<file path="config.mk">
export PLATFORM = sky130hd
export DESIGN_NAME = spike_frame_sequencer
export DESIGN_NICKNAME = d
export VERILOG_FILES = /design/src/rtl/spike_frame_sequencer.sv
export SDC_FILE = /design/constraint.sdc
export NUM_CORES = 1
export LEC_CHECK = 0
export BUFFER_PORTS_ARGS = -buffer_cell sky130_fd_sc_hd__buf_2
export CAP_MARGIN = 20
export CORE_MARGIN = 2
export CORE_UTILIZATION = 44
export CTS_CLUSTER_SIZE = 24
export DETAILED_ROUTE_END_ITERATION = 8
export PLACE_DENSITY = 0.76
export SYNTH_ARGS = -nofsm -noshare
export SYNTH_HDL_FRONTEND = slang
export SYNTH_SLANG_ARGS = --single-unit
</file>
<file path="constraint.sdc">
create_clock -name wb_clk_i -period 1.7 [get_ports wb_clk_i]
set_input_delay 0.17 -clock wb_clk_i [delete_from_list [all_inputs] [get_ports wb_clk_i]]
set_output_delay 0.17 -clock wb_clk_i [all_outputs]
set_load 0.01 [all_outputs]
</file>
<file path="src/rtl/spike_frame_sequencer.sv">
// Wishbone master that carries one spike frame through the dual-core network:
// writes 16 input words into IMEM, triggers calculation, reads 16 OMEM words
// back and streams them out. Every bus access is a single transfer, preceded
// by one idle cycle, and is aborted if the slave does not ack within ACK_TIMEOUT.
module spike_frame_sequencer #(
  parameter logic [31:0] IMEM_BASE_0    = 32'h80000000,
  parameter logic [31:0] IMEM_BASE_1    = 32'h80010000,
  parameter logic [31:0] OMEM_BASE_0    = 32'h80040000,
  parameter logic [31:0] OMEM_BASE_1    = 32'h80050000,
  parameter logic [31:0] CALC_ADDR      = 32'h80060000,
  parameter logic [31:0] CALC_DATA      = 32'h00000003,
  parameter int          WORDS_PER_CORE = 8,
  parameter int          ACK_TIMEOUT    = 255
) (
  input  logic        wb_clk_i,
  input  logic        wb_rst_ni,
  input  logic [31:0] s_data_i,
  input  logic        s_valid_i,
  output logic        s_ready_o,
  output logic [31:0] m_data_o,
  output logic        m_valid_o,
  output logic        m_last_o,
  input  logic        m_ready_i,
  output logic        wbm_cyc_o,
  output logic        wbm_stb_o,
  output logic        wbm_we_o,
  output logic [3:0]  wbm_sel_o,
  output logic [31:0] wbm_adr_o,
  output logic [31:0] wbm_dat_o,
  input  logic        wbm_ack_i,
  input  logic [31:0] wbm_dat_i,
  output logic        busy_o,
  output logic        frame_done_o,
  output logic        err_o,
  input  logic        err_clr_i,
  output logic [15:0] frame_cnt_o
);

  localparam int IDX_W = $clog2(2 * WORDS_PER_CORE);
  localparam int TMR_W = $clog2(ACK_TIMEOUT + 1);
  localparam logic [IDX_W-1:0] LAST_IDX = IDX_W'(2 * WORDS_PER_CORE - 1);

  localparam logic [2:0] S_IDLE = 3'd0;
  localparam logic [2:0] S_WR   = 3'd1;
  localparam logic [2:0] S_LOAD = 3'd2;
  localparam logic [2:0] S_CALC = 3'd3;
  localparam logic [2:0] S_RD   = 3'd4;
  localparam logic [2:0] S_OUT  = 3'd5;

  logic [2:0]       state_reg;
  logic [IDX_W-1:0] idx_reg;
  logic [IDX_W:0]   drop_reg;     // input words still to discard after an abort
  logic [TMR_W-1:0] timer_reg;
  logic             stb_reg;
  logic [31:0]      wr_data_reg;
  logic [31:0]      rd_data_reg;
  logic             err_reg;
  logic [15:0]      frame_cnt_reg;

  logic        bus_state;
  logic        ack_seen;
  logic        timeout;
  logic        last_word;
  logic        accept_word;
  logic        out_take;
  logic [31:0] word_off;
  logic [31:0] addr;

  assign bus_state   = (state_reg == S_WR) || (state_reg == S_CALC) || (state_reg == S_RD);
  assign ack_seen    = stb_reg && wbm_ack_i;
  assign timeout     = stb_reg && !wbm_ack_i && (timer_reg == TMR_W'(ACK_TIMEOUT - 1));
  assign last_word   = (idx_reg == LAST_IDX);
  assign out_take    = (state_reg == S_OUT) && m_ready_i;
  // A word arriving in IDLE while a discard is pending is swallowed, not latched.
  assign accept_word = s_valid_i && ((state_reg == S_LOAD) ||
                                     ((state_reg == S_IDLE) && (drop_reg == '0)));
  assign word_off    = {{(32 - IDX_W - 1){1'b0}}, idx_reg[IDX_W-2:0], 2'b00};

  // Address of the transfer belonging to the current state and index.
  always_comb begin
    addr = 32'h0;
    case (state_reg)
      S_WR:    addr = (idx_reg[IDX_W-1] ? IMEM_BASE_1 : IMEM_BASE_0) + word_off;
      S_CALC:  addr = CALC_ADDR;
      S_RD:    addr = (idx_reg[IDX_W-1] ? OMEM_BASE_1 : OMEM_BASE_0) + word_off;
      default: addr = 32'h0;
    endcase
  end

  // Bus fields are zero outside a transfer; state/idx are frozen while stb is high.
  assign wbm_cyc_o = stb_reg;
  assign wbm_stb_o = stb_reg;
  assign wbm_we_o  = stb_reg && (state_reg != S_RD);
  assign wbm_sel_o = stb_reg ? 4'hF : 4'h0;
  assign wbm_adr_o = stb_reg ? addr : 32'h0;
  assign wbm_dat_o = (stb_reg && state_reg == S_CALC) ? CALC_DATA :
                     (stb_reg && state_reg == S_WR)   ? wr_data_reg : 32'h0;

  assign s_ready_o    = wb_rst_ni && ((state_reg == S_IDLE) || (state_reg == S_LOAD));
  assign m_valid_o    = (state_reg == S_OUT);
  assign m_last_o     = m_valid_o && last_word;
  assign m_data_o     = rd_data_reg;
  assign busy_o       = (state_reg != S_IDLE);
  assign frame_done_o = out_take && last_word;
  assign err_o        = err_reg;
  assign frame_cnt_o  = frame_cnt_reg;

  // Frame sequencing: state, word index and post-abort discard count.
  always_ff @(posedge wb_clk_i or negedge wb_rst_ni) begin
    if (!wb_rst_ni) begin
      state_reg <= S_IDLE;
      idx_reg   <= '0;
      drop_reg  <= '0;
    end else begin
      case (state_reg)
        S_IDLE: begin
          if (s_valid_i) begin
            if (drop_reg != '0) begin
              drop_reg <= drop_reg - 1'b1;
            end else begin
              idx_reg   <= '0;
              state_reg <= S_WR;
            end
          end
        end
        S_WR: begin
          if (timeout) begin
            drop_reg  <= {1'b0, LAST_IDX - idx_reg};
            state_reg <= S_IDLE;
          end else if (ack_seen) begin
            if (last_word) begin
              state_reg <= S_CALC;
            end else begin
              idx_reg   <= idx_reg + IDX_W'(1);
              state_reg <= S_LOAD;
            end
          end
        end
        S_LOAD: begin
          if (s_valid_i) state_reg <= S_WR;
        end
        S_CALC: begin
          if (timeout) begin
            state_reg <= S_IDLE;
          end else if (ack_seen) begin
            idx_reg   <= '0;
            state_reg <= S_RD;
          end
        end
        S_RD: begin
          if (timeout)       state_reg <= S_IDLE;
          else if (ack_seen) state_reg <= S_OUT;
        end
        S_OUT: begin
          if (m_ready_i) begin
            if (last_word) begin
              state_reg <= S_IDLE;
            end else begin
              idx_reg   <= idx_reg + IDX_W'(1);
              state_reg <= S_RD;
            end
          end
        end
        default: state_reg <= S_IDLE;
      endcase
    end
  end

  // Strobe rises one cycle after entering a bus state, so every transfer is preceded by an idle cycle.
  always_ff @(posedge wb_clk_i or negedge wb_rst_ni) begin
    if (!wb_rst_ni) begin
      stb_reg   <= 1'b0;
      timer_reg <= '0;
    end else begin
      if (stb_reg) begin
        if (wbm_ack_i || timeout) stb_reg <= 1'b0;
      end else if (bus_state) begin
        stb_reg <= 1'b1;
      end
      if (stb_reg && !wbm_ack_i && !timeout) timer_reg <= timer_reg + TMR_W'(1);
      else                                   timer_reg <= '0;
    end
  end

  // Data capture: input word into the write register, read data into the output register.
  always_ff @(posedge wb_clk_i or negedge wb_rst_ni) begin
    if (!wb_rst_ni) begin
      wr_data_reg <= 32'h0;
      rd_data_reg <= 32'h0;
    end else begin
      if (accept_word)                      wr_data_reg <= s_data_i;
      if (state_reg == S_RD && ack_seen)    rd_data_reg <= wbm_dat_i;
    end
  end

  // Sticky error flag (a new timeout beats a clear) and completed-frame counter.
  always_ff @(posedge wb_clk_i or negedge wb_rst_ni) begin
    if (!wb_rst_ni) begin
      err_reg       <= 1'b0;
      frame_cnt_reg <= 16'h0;
    end else begin
      if (timeout)        err_reg <= 1'b1;
      else if (err_clr_i) err_reg <= 1'b0;
      if (out_take && last_word) frame_cnt_reg <= frame_cnt_reg + 16'h1;
    end
  end

endmodule

</file>
==> impl_metrics.toml, run 1 <==
[run_status]
status = "finished with violations"
violations = "negative setup slack"

[final_layout]
fillCellCount = 753
area_growth_pct = 54.04
utilization_pct = 70.02
drive_gt1_share_pct = 58.15
final_common_cell = "buf_2"
multi_input_area_um2 = 2650
layout.area.seq_um2 = 2557
nets = 751
final_cell_mix = "158 x buf_2, 98 x dfrtp_1, 64 x mux2_4"
antenna_cells = 0

[clock_tree]
clockBufferDepth = 2
clock-root-buffer = "clkbuf_16"
cts.sink_count = 102
cts_tree = "done"
cts-htree-levels = 3
clkTransAtPathRegs_ns = 0.07
insertion_delay_ns = 0.34
cts_buffers = 9

[routing]
vias = 4230
dr.pass1.iters = 4
ant_nets = 0
vias_per_cell = 5.152
drt-initial-drc-count = 149
drc_errors = 0
post_drt_wl_per_cell_um = 17.65
routed_wl_um = 14490

[grt]
grt_overflow = 0
grt_first_pass_wirelength_um = 21420
grt_pass1_vias = 4259
grt_max_degree = 103
antenna_found_initial = 0
grt_usage_pct = 22.80

[worst_setup_path]
cp_slowest_cell = "dfrtp_2"
critical_path_class = "flip-flop to output port"
cp_cell_sequence = "nor3b_4, buf_6, clkbuf_16, and3_1, buf_2"
required_ns = 1.53
cp_max_fo = 6
path_delay_family = "buffers and inverters"
critPathMaxStageDelay_ns = 0.46
cp-end-kind = "output port"
worstPathArrival_ns = 1.73
cp_num_buf_inv = 3
start_kind = "flip-flop"

[pwr]
leakagePower_nw = 4.075
p_per_area_nw_per_um2 = 1717
swShare_pct = 34.86
p_int_w = 0.008562
p_comb_share_pct = 54.3
p_clk_share_pct = 15.5
p_seq_share_pct = 30.2
max-vdd-ir-drop_v = 0.0008762
p_sw_w = 0.004582

[logic_synthesis]
syn_area_um2 = 4971
ys_ff_latch = 102
async_reset_ff_share_pct = 100.0
synth-edff-count = 0
syn_inst = 429
avgSynthCellArea_um2 = 11.59
yosysWarnings = 0
synth_cell_types = 48
synthFlopType = "dfrtp_1"
synth-seq-area-share_pct = 51.35

[placed_design]
gp_congestion = 0.8480
port-buffer-count = 169
dp_hpwl_um = 8277
place_ws_ns = -0.1753

[floorplanning]
die_height_um = 110.3
core_area_um2 = 10940
die_width_um = 110.3
start_util_pct = 45.46
dieArea_um2 = 12160
rows = 38
ioPinCount = 195

[flow_run]
drv_cap = 0

[timing]
period_share_pct = 112.0
timing.final.ws_setup_ns = -0.2042
finalCriticalPeriod_ns = 1.904
drv_slew = 0
fmax_ghz = 0.5252
finalSetupViolations = 120
slew_headroom_pct = 64.27
rsz0062_at_grt = "true"
final-hold-violation-count = 0
tightest_slew_ns = 0.5360
clock_skew_ns = 0.008738

[worst_hold_path]
min_path_type = "input pin to flip-flop"
==> power groups by stage <==
stage               Clock [W]  Combinational, W  Sequential [W]
floorplan                   0           0.00275         0.00406
global placement            0           0.00455         0.00389
detailed placement          0           0.00470         0.00395
CTS                   0.00206           0.00647         0.00392
global route          0.00217           0.00762         0.00408
finish                0.00204           0.00713         0.00397
==> area by class of cell <==
| class | count | area share (%) |
|---|---|---|
| clock buffers | 11 | 3.039 |
| clock inverters | 5 | 0.7843 |
| inverters | 10 | 0.4902 |
| multi-input cells | 290 | 34.61 |
| flip-flops and latches | 102 | 33.40 |
| well taps | 140 | 2.288 |
| repair buffers | 263 | 25.39 |
==> synth_stat cells (2+ instances only) <==
library cell,instances,share of area (%)
a21o_1,2,0.30
a21oi_1,8,0.81
a21oi_2,2,0.35
and2_1,7,0.88
and3_1,40,5.0
and4_1,2,0.35
buf_2,11,1.1
buf_4,33,5.0
clkbuf_1,7,0.53
dfrtp_1,102,51
ha_1,5,1.3
inv_1,10,0.76
mux2_1,65,15
mux2_2,4,0.91
mux2i_1,2,0.40
nand2_1,16,1.2
nand3_1,14,1.4
nand4_1,6,0.76
nor2_1,21,1.6
nor2b_1,7,0.88
nor3_1,6,0.60
nor3b_2,2,0.50
nor4_1,4,0.50
o211ai_1,3,0.45
o21a_1,2,0.30
o22a_1,2,0.35
o22ai_1,3,0.38
or3_1,2,0.25
or3b_1,2,0.35
xnor2_1,18,3.2
xor2_1,4,0.70
==> layer usage <==
metal / vias up / wire length (µm) / global-route usage (%)
li1: 1934 / - / -
met1: 2068 / 5893 / 28.71
met4: 0 / 413 / 7.946
met2: 194 / 7236 / 38.65
met5: - / 0 / 0
met3: 34 / 951 / 5.115
==> path summary, 6_finish.rpt <==
check	slack, ns	end	cells after the start	start
setup / recovery	-0.20	wbm_dat_o[7]	5	state_reg[1]$_DFFE_PN0P_
hold / removal	0.05	wr_data_reg[16]$_DFFE_PN0P_	2	s_data_i[16]
setup reg to reg	-0.20	state_reg[1]$_DFFE_PN0P_	5	state_reg[2]$_DFFE_PN0P_
hold reg to reg	0.47	frame_cnt_o[15]$_DFFE_PN0P_	1	frame_cnt_o[15]$_DFFE_PN0P_
max in group asynchronous	0.85	frame_cnt_o[7]$_DFFE_PN0P_	3	wb_rst_ni
min in group asynchronous	0.44	wr_data_reg[28]$_DFFE_PN0P_	3	wb_rst_ni
==> kinds of logic (layout without fill, tap and decap cells) <==
logic type / after synthesis / after routing / share of synthesized area [%]
simple gates: 137 / 137 / 15.71
flops: 102 / 102 / 51.35
mux: 71 / 71 / 16.03
buf+inv: 61 / 289 / 7.375
compound gates: 30 / 30 / 4.329
xor+xnor: 22 / 22 / 3.876
fa+ha+maj: 5 / 5 / 1.258
other cells: 1 / 25 / 0.07544
==> what timing repair did <==
action | 4_1_cts | 5_1_grt
hold buffers | 1 | 0
cloned | 7 | 4
pin swaps | 18 | 17
gates resized for setup | 105 | 52
hold endpoints to repair | 102 | 0
setup endpoints to repair | 136 | 133
buffers inserted | 30 | 11
==> through the flow <==
stage	instance area [µm²]	setup TNS [ns]	power [W]	instances	hold slack, ns
5_1_grt	7657	-22.06	0.01387	821	0.04707
2_1_floorplan	5216	-1.402	0.006808	453	-0.1256
4_1_cts	7391	-8.944	0.01245	811	0.04819
3_5_place_dp	6299	-8.993	0.008654	757	0.2865
3_3_place_gp	6299	-5.884	0.008438	757	0.2776
6_report	7657	-15.79	0.01314	821	0.05315
(Power assumes the default switching activity.)
==> run 2, diff against run 1 <==
--- a/config.mk
+++ b/config.mk
@@ -11,6 +11,7 @@
 export CORE_UTILIZATION = 44
 export CTS_CLUSTER_SIZE = 24
 export DETAILED_ROUTE_END_ITERATION = 8
+export HOLD_SLACK_MARGIN = 0.12
 export PLACE_DENSITY = 0.76
 export SYNTH_ARGS = -nofsm -noshare
 export SYNTH_HDL_FRONTEND = slang
==> constraint.sdc (replaced) <==
create_clock -name wb_clk_i -period 1.7 [get_ports wb_clk_i]
set_input_delay 0.51 -clock wb_clk_i [delete_from_list [all_inputs] [get_ports wb_clk_i]]
set_output_delay 0.51 -clock wb_clk_i [all_outputs]
set_load 0.01 [all_outputs]
==> impl_metrics.toml, run 2 (synthesis gave the netlist of run 1 again) <==
[clock_tree]
insertion_delay_ns = 0.35
clkTransAtPathRegs_ns = 0.07
cts_tree = "done"
clockBufferDepth = 2
cts.sink_count = 102
clock-root-buffer = "clkbuf_16"
cts_buffers = 9
cts-htree-levels = 3

[worst_hold_path]
min_path_type = "input pin to asynchronous set/reset pin"

[placed_design]
port-buffer-count = 169
gp_congestion = 0.8338
dpl.cell_count = 761
place_ws_ns = -0.2117
dp_hpwl_um = 8277

[grt]
grt_max_degree = 103
grt_usage_pct = 23.99
grt_pass1_vias = 4355
antenna_found_initial = 0
grt_overflow = 0
grt_first_pass_wirelength_um = 22010

[routing]
dr.pass1.iters = 4
post_drt_wl_per_cell_um = 18.03
ant_nets = 0
vias = 4337
drc_errors = 0
vias_per_cell = 5.213
drt-initial-drc-count = 246
routed_wl_um = 15000

[pwr]
max-vdd-ir-drop_v = 0.001058
p_clk_share_pct = 15.1
p_int_w = 0.008914
p_comb_share_pct = 55.1
p_sw_w = 0.004610
swShare_pct = 34.09
leakagePower_nw = 4.174
power_w = 0.01352
p_seq_share_pct = 29.8
p_per_area_nw_per_um2 = 1695

[worst_setup_path]
critPathCapture = "wbm_dat_o[9]"
start_kind = "flip-flop"
critPathMaxStageDelay_ns = 0.46
cp_cell_sequence = "nor3b_4, buf_6, buf_16, and3_1, buf_2"
cp_slowest_cell = "dfrtp_2"
required_ns = 1.19
cp_num_buf_inv = 3
rrSetupSlack_ns = -0.42
worstPathArrival_ns = 1.70
critical_path.startpoint = "state_reg[0]$_DFFE_PN0P_"
cp_max_fo = 7
cp-end-kind = "output port"
rr_startpoint = "state_reg[0]$_DFFE_PN0P_"
path_delay_family = "flip-flops"
critical_path_class = "flip-flop to output port"
crit_cells = 5
timing.rr.end = "frame_cnt_o[0]$_DFFE_PN0P_"
reg2reg_depth = 12

[final_layout]
fillCellCount = 686
final_cell_mix = "140 x buf_2, 98 x dfrtp_1, 69 x mux2_4"
antenna_cells = 0
area_growth_pct = 60.48
final_common_cell = "buf_2"
drive_gt1_share_pct = 61.85
instances_no_fill = 832
nets = 762

[timing]
final-hold-violation-count = 0
tightest_slew_ns = 0.5607
rsz0062_at_grt = "true"
finalCriticalPeriod_ns = 2.211
timing.final.ws_setup_ns = -0.5111
period_share_pct = 130.1
fmax_ghz = 0.4523
slew_headroom_pct = 62.62
drv_slew = 0
setup_tns_ns = -42.94
finalSetupViolations = 142
clock_skew_ns = 0.006513

[floorplanning]
dieArea_um2 = 12160
die_width_um = 110.3
ioPinCount = 195
core_area_um2 = 10940
start_util_pct = 45.46
rows = 38
die_height_um = 110.3

[run_status]
status = "finished with violations"
violations = "negative setup slack"

[flow_run]
drv_cap = 0
run 2: changes by cell type in the layout (fill, tap and decap cells not counted), sizes merged:
cell | previous run | this run
buf | 259 | 273
clkbuf | 14 | 11
dlygate4sd3 | 1 | 0
inv | 10 | 11
run 2: power by group through the flow:
stage | logic (W) | clock network [W] | registers (W)
after floorplan | 0.00289 | 0 | 0.00408
after global placement | 0.00479 | 0 | 0.00391
after detailed placement | 0.00492 | 0 | 0.00398
after CTS | 0.00677 | 0.00207 | 0.00397
after global routing | 0.00793 | 0.00219 | 0.00412
final | 0.00745 | 0.00204 | 0.00403
run 2: worst reg2reg max path, stage by stage, from the launching register on:
cell,delay [ns]
dfrtp_2,0.47
buf_6,0.15
buf_6,0.12
nand3b_1,0.17
inv_2,0.09
and3_4,0.18
buf_6,0.12
buf_6,0.10
buf_6,0.11
buf_6,0.13
buf_6,0.14
buf_6,0.11
xor2_1,0.13
run 2: final cells by class:
type	instances	area, µm²	area share, %
clock inverter	6	61.31	0.7685
inverter	10	37.54	0.4705
timing repair buffer	274	2178	27.31
clock buffer	10	229.0	2.870
sequential	102	2557	32.06
tap	140	175.2	2.196
multi-input combinational	290	2739	34.33
run 2: how the worst min path moves through the flow:
stage                                 from  depth (start not counted)                           to  slack, ns
2_1_floorplan                    wb_rst_ni                          0      drop_reg[0]$_DFFE_PN0P_       0.21
3_3_place_gp   frame_cnt_o[15]$_DFFE_PN0P_                          1  frame_cnt_o[15]$_DFFE_PN0P_       0.45
3_5_place_dp             err_o$_DFFE_PN0P_                          1            err_o$_DFFE_PN0P_       0.46
4_1_cts                          wb_rst_ni                          2            err_o$_DFFE_PN0P_       0.25
5_1_grt                          wb_rst_ni                          2            err_o$_DFFE_PN0P_       0.28
6_report                         wb_rst_ni                          2            err_o$_DFFE_PN0P_       0.19
run 2: through the flow:
| stage | util [%] | hold slack (ns) | instance area [µm²] |
|---|---|---|---|
| after floorplan | - | 0.2144 | 5313 |
| after global placement | 58.63 | 0.4549 | 6411 |
| after detailed placement | 58.63 | 0.4632 | 6411 |
| after CTS | 69.95 | 0.2508 | 7650 |
| after global routing | 72.95 | 0.2836 | 7978 |
| final | 72.95 | 0.1938 | 7978 |
run 2: per-layer routing:
layer / track usage (%) / share of wire, % / up-vias
met5: 0 / 0 / -
met4: 9.911 / 2.0 / 0
met3: 5.761 / 6.4 / 30
met2: 41.02 / 51 / 199
met1: 29.00 / 41 / 2137
li1: - / - / 1971
run 2: repair_timing:
action                                  CTS  global route
resized for setup                       132            59
setup buffers                            33            22
cloned                                    8             1
hold buffers                              0             0
pin swaps                                28            35
endpoints found under the setup margin  132           143
==> run 3, diff against run 2 <==
--- a/config.mk
+++ b/config.mk
@@ -5,14 +5,15 @@
 export SDC_FILE = /design/constraint.sdc
 export NUM_CORES = 1
 export LEC_CHECK = 0
+export ABC_AREA = 1
 export BUFFER_PORTS_ARGS = -buffer_cell sky130_fd_sc_hd__buf_2
 export CAP_MARGIN = 20
 export CORE_MARGIN = 2
-export CORE_UTILIZATION = 44
+export CORE_UTILIZATION = 45
 export CTS_CLUSTER_SIZE = 24
 export DETAILED_ROUTE_END_ITERATION = 8
 export HOLD_SLACK_MARGIN = 0.12
-export PLACE_DENSITY = 0.76
+export PLACE_DENSITY = 0.77
 export SYNTH_ARGS = -nofsm -noshare
 export SYNTH_HDL_FRONTEND = slang
 export SYNTH_SLANG_ARGS = --single-unit
==> impl_metrics.toml, run 3 <==
[pwr]
p_clk_share_pct = 18.8
p_comb_share_pct = 48.8
max-vdd-ir-drop_v = 0.0009090
p_int_w = 0.006837
p_sw_w = 0.004390
p_per_area_nw_per_um2 = 1526
leakagePower_nw = 4.016
swShare_pct = 39.10
p_seq_share_pct = 32.4

[floorplanning]
dieArea_um2 = 12390
die_height_um = 111.3
ioPinCount = 195
core_area_um2 = 11320
rows = 39
start_util_pct = 45.77
die_width_um = 111.3

[worst_setup_path]
reg2reg_depth = 13
critical_path.startpoint = "state_reg[1]$_DFFE_PN0P_"
required_ns = 1.19
critPathCapture = "wbm_dat_o[16]"
cp-end-kind = "output port"
cp_max_fo = 6
start_kind = "flip-flop"
worstPathArrival_ns = 1.61
critical_path_class = "flip-flop to output port"
rrSetupSlack_ns = 0.06
rr_startpoint = "state_reg[1]$_DFFE_PN0P_"
timing.rr.end = "idx_reg[0]$_DFFE_PN0P_"

[final_layout]
nets = 951
instances_no_fill = 1024
final_cell_mix = "152 x nand2_1, 140 x buf_2, 101 x inv_1"
utilization_pct = 64.99
drive_gt1_share_pct = 34.28
antenna_cells = 0
area_growth_pct = 41.99
final_common_cell = "nand2_1"

[timing]
final-hold-violation-count = 0
setup_tns_ns = -16.09
period_share_pct = 124.4
slew_headroom_pct = 61.11
finalCriticalPeriod_ns = 2.115
drv_slew = 0
clock_skew_ns = 0.008197
finalSetupViolations = 45
hold_slack_ns = 0.1788
timing.final.ws_setup_ns = -0.4155
fmax_ghz = 0.4727
tightest_slew_ns = 0.5834
rsz0062_at_grt = "true"

[grt]
grt_pass1_vias = 4582
grt_max_degree = 103
grt_first_pass_wirelength_um = 21160
grt_overflow = 0
grt_usage_pct = 20.75
antenna_found_initial = 0

[run_status]
violations = "negative setup slack"
status = "finished with violations"

[logic_synthesis]
synthTopCellsByArea = "dfrtp_1 49%, nand2_1 12%, nor2_1 7.6%"
yosysMostFrequentCell = "nand2_1"
synth_common_cells = "159 x nand2_1, 105 x nor2_1, 102 x dfrtp_1"
syn_inst = 676
synth_top_cell_by_area = "dfrtp_1"
synth-seq-area-share_pct = 49.26
avgSynthCellArea_um2 = 7.665
ys_ff_latch = 102
async_reset_ff_share_pct = 100.0
synthFlopType = "dfrtp_1"
synth-edff-count = 0
netlist.area_leader.share_pct = 49.26
syn_area_um2 = 5181
synth_cell_types = 26
yosysWarnings = 0

[clock_tree]
clkTransAtPathRegs_ns = 0.07
clock-root-buffer = "clkbuf_16"
cts_buffers = 9
hold_buffers = 0
cts_tree = "done"
cts.sink_count = 102
cts-htree-levels = 3
insertion_delay_ns = 0.34
clockBufferDepth = 2

[placed_design]
dpl.cell_count = 995
gp_congestion = 0.9117
dp_hpwl_um = 8848
port-buffer-count = 169

[routing]
drc_errors = 0
routed_wl_um = 13240
vias_per_cell = 4.700
vias = 4813
drt-initial-drc-count = 308
ant_nets = 0
dr.pass1.iters = 5
post_drt_wl_per_cell_um = 12.92

[worst_hold_path]
min_path_type = "input pin to asynchronous set/reset pin"

[flow_run]
drv_cap = 0
run 3: changes by cell type in the layout (fill, tap and decap cells not counted), moves of 25 or more:
cell     before  now
nand2_1      12  152
inv_1         6  101
mux2_4       69    0
nor2_1       20   67
nor2_4        1   38
a21oi_1       6   37
o21ai_1       1   32
buf_4        58   31
buf_6        57   32
run 3: metal layers:
metal	vias up	share of wire (%)	global-route usage, %
li1	2404	-	-
met1	2179	42	26.74
met2	212	48	34.55
met3	18	8.1	5.249
met4	0	1.3	6.667
met5	-	0	0
run 3: cell families (layout without fill, tap and decap cells):
| kind of cell | after synthesis | count (layout) | share of synthesized area (%) |
|---|---|---|---|
| AO/OA/AOI/OAI | 89 | 89 | 8.766 |
| XOR/XNOR | 13 | 13 | 2.198 |
| adder cells (fa/ha/maj) | 5 | 5 | 1.207 |
| buffers and inverters | 158 | 339 | 14.10 |
| flip-flops | 102 | 102 | 49.26 |
| other | 1 | 25 | 0.07238 |
| AND/OR/NAND/NOR | 308 | 308 | 24.39 |
run 3: cell type report:
cell class,instances,area [µm²]
well taps,143,178.9
repair buffers,213,1511
fillers,891,3964
clock buffers,12,256.5
multi-input cells,440,2375
inverters,110,422.9
clock inverters,4,55.05
flip-flops and latches,102,2557
run 3: worst min path at each step:
stage                                         from                    endpoint  cells after the start
after CTS                                wb_rst_ni  wr_data_reg[7]$_DFFE_PN0P_                      2
after global placement    m_data_o[18]$_DFFE_PN0P_    m_data_o[18]$_DFFE_PN0P_                      2
after detailed placement   m_data_o[2]$_DFFE_PN0P_     m_data_o[2]$_DFFE_PN0P_                      2
after floorplan                          wb_rst_ni     drop_reg[0]$_DFFE_PN0P_                      0
final                                    wb_rst_ni  wr_data_reg[7]$_DFFE_PN0P_                      2
after global routing                     wb_rst_ni  wr_data_reg[7]$_DFFE_PN0P_                      2
run 3: through the flow:
step / setup WS (ns) / power (W) / instance area [µm²]
2_1_floorplan: -0.03647 / 0.006694 / 5543
3_3_place_gp: -0.03867 / 0.008129 / 6515
3_5_place_dp: -0.09291 / 0.008240 / 6515
4_1_cts: -0.4178 / 0.01096 / 7183
5_1_grt: -0.4882 / 0.01205 / 7357
6_report: -0.4155 / 0.01123 / 7357
run 3: worst max-delay path: stages, from the launching register on:
cell	delay, ns
dfrtp_2	0.41
inv_2	0.08
nand2_4	0.06
nor2_4	0.09
inv_2	0.05
nor2_4	0.13
inv_6	0.09
buf_8	0.16
nor2_4	0.08
buf_2	0.13
run 3: what timing repair did:
item / 4_1_cts / 5_1_grt
cloned: 1 / 3
buffers inserted: 8 / 2
endpoints found under the setup margin: 45 / 73
endpoints found under the hold margin: 0 / 0
pin swaps: 6 / 8
resized for setup: 58 / 18
run 3: power by group through the flow:
stage | clock, W | combinational, W | sequential (W)
global placement | 0 | 0.00448 | 0.00365
finish | 0.00211 | 0.00548 | 0.00364
floorplan | 0 | 0.00286 | 0.00383
CTS | 0.00217 | 0.00517 | 0.00363
detailed placement | 0 | 0.00459 | 0.00365
global route | 0.00228 | 0.00603 | 0.00374
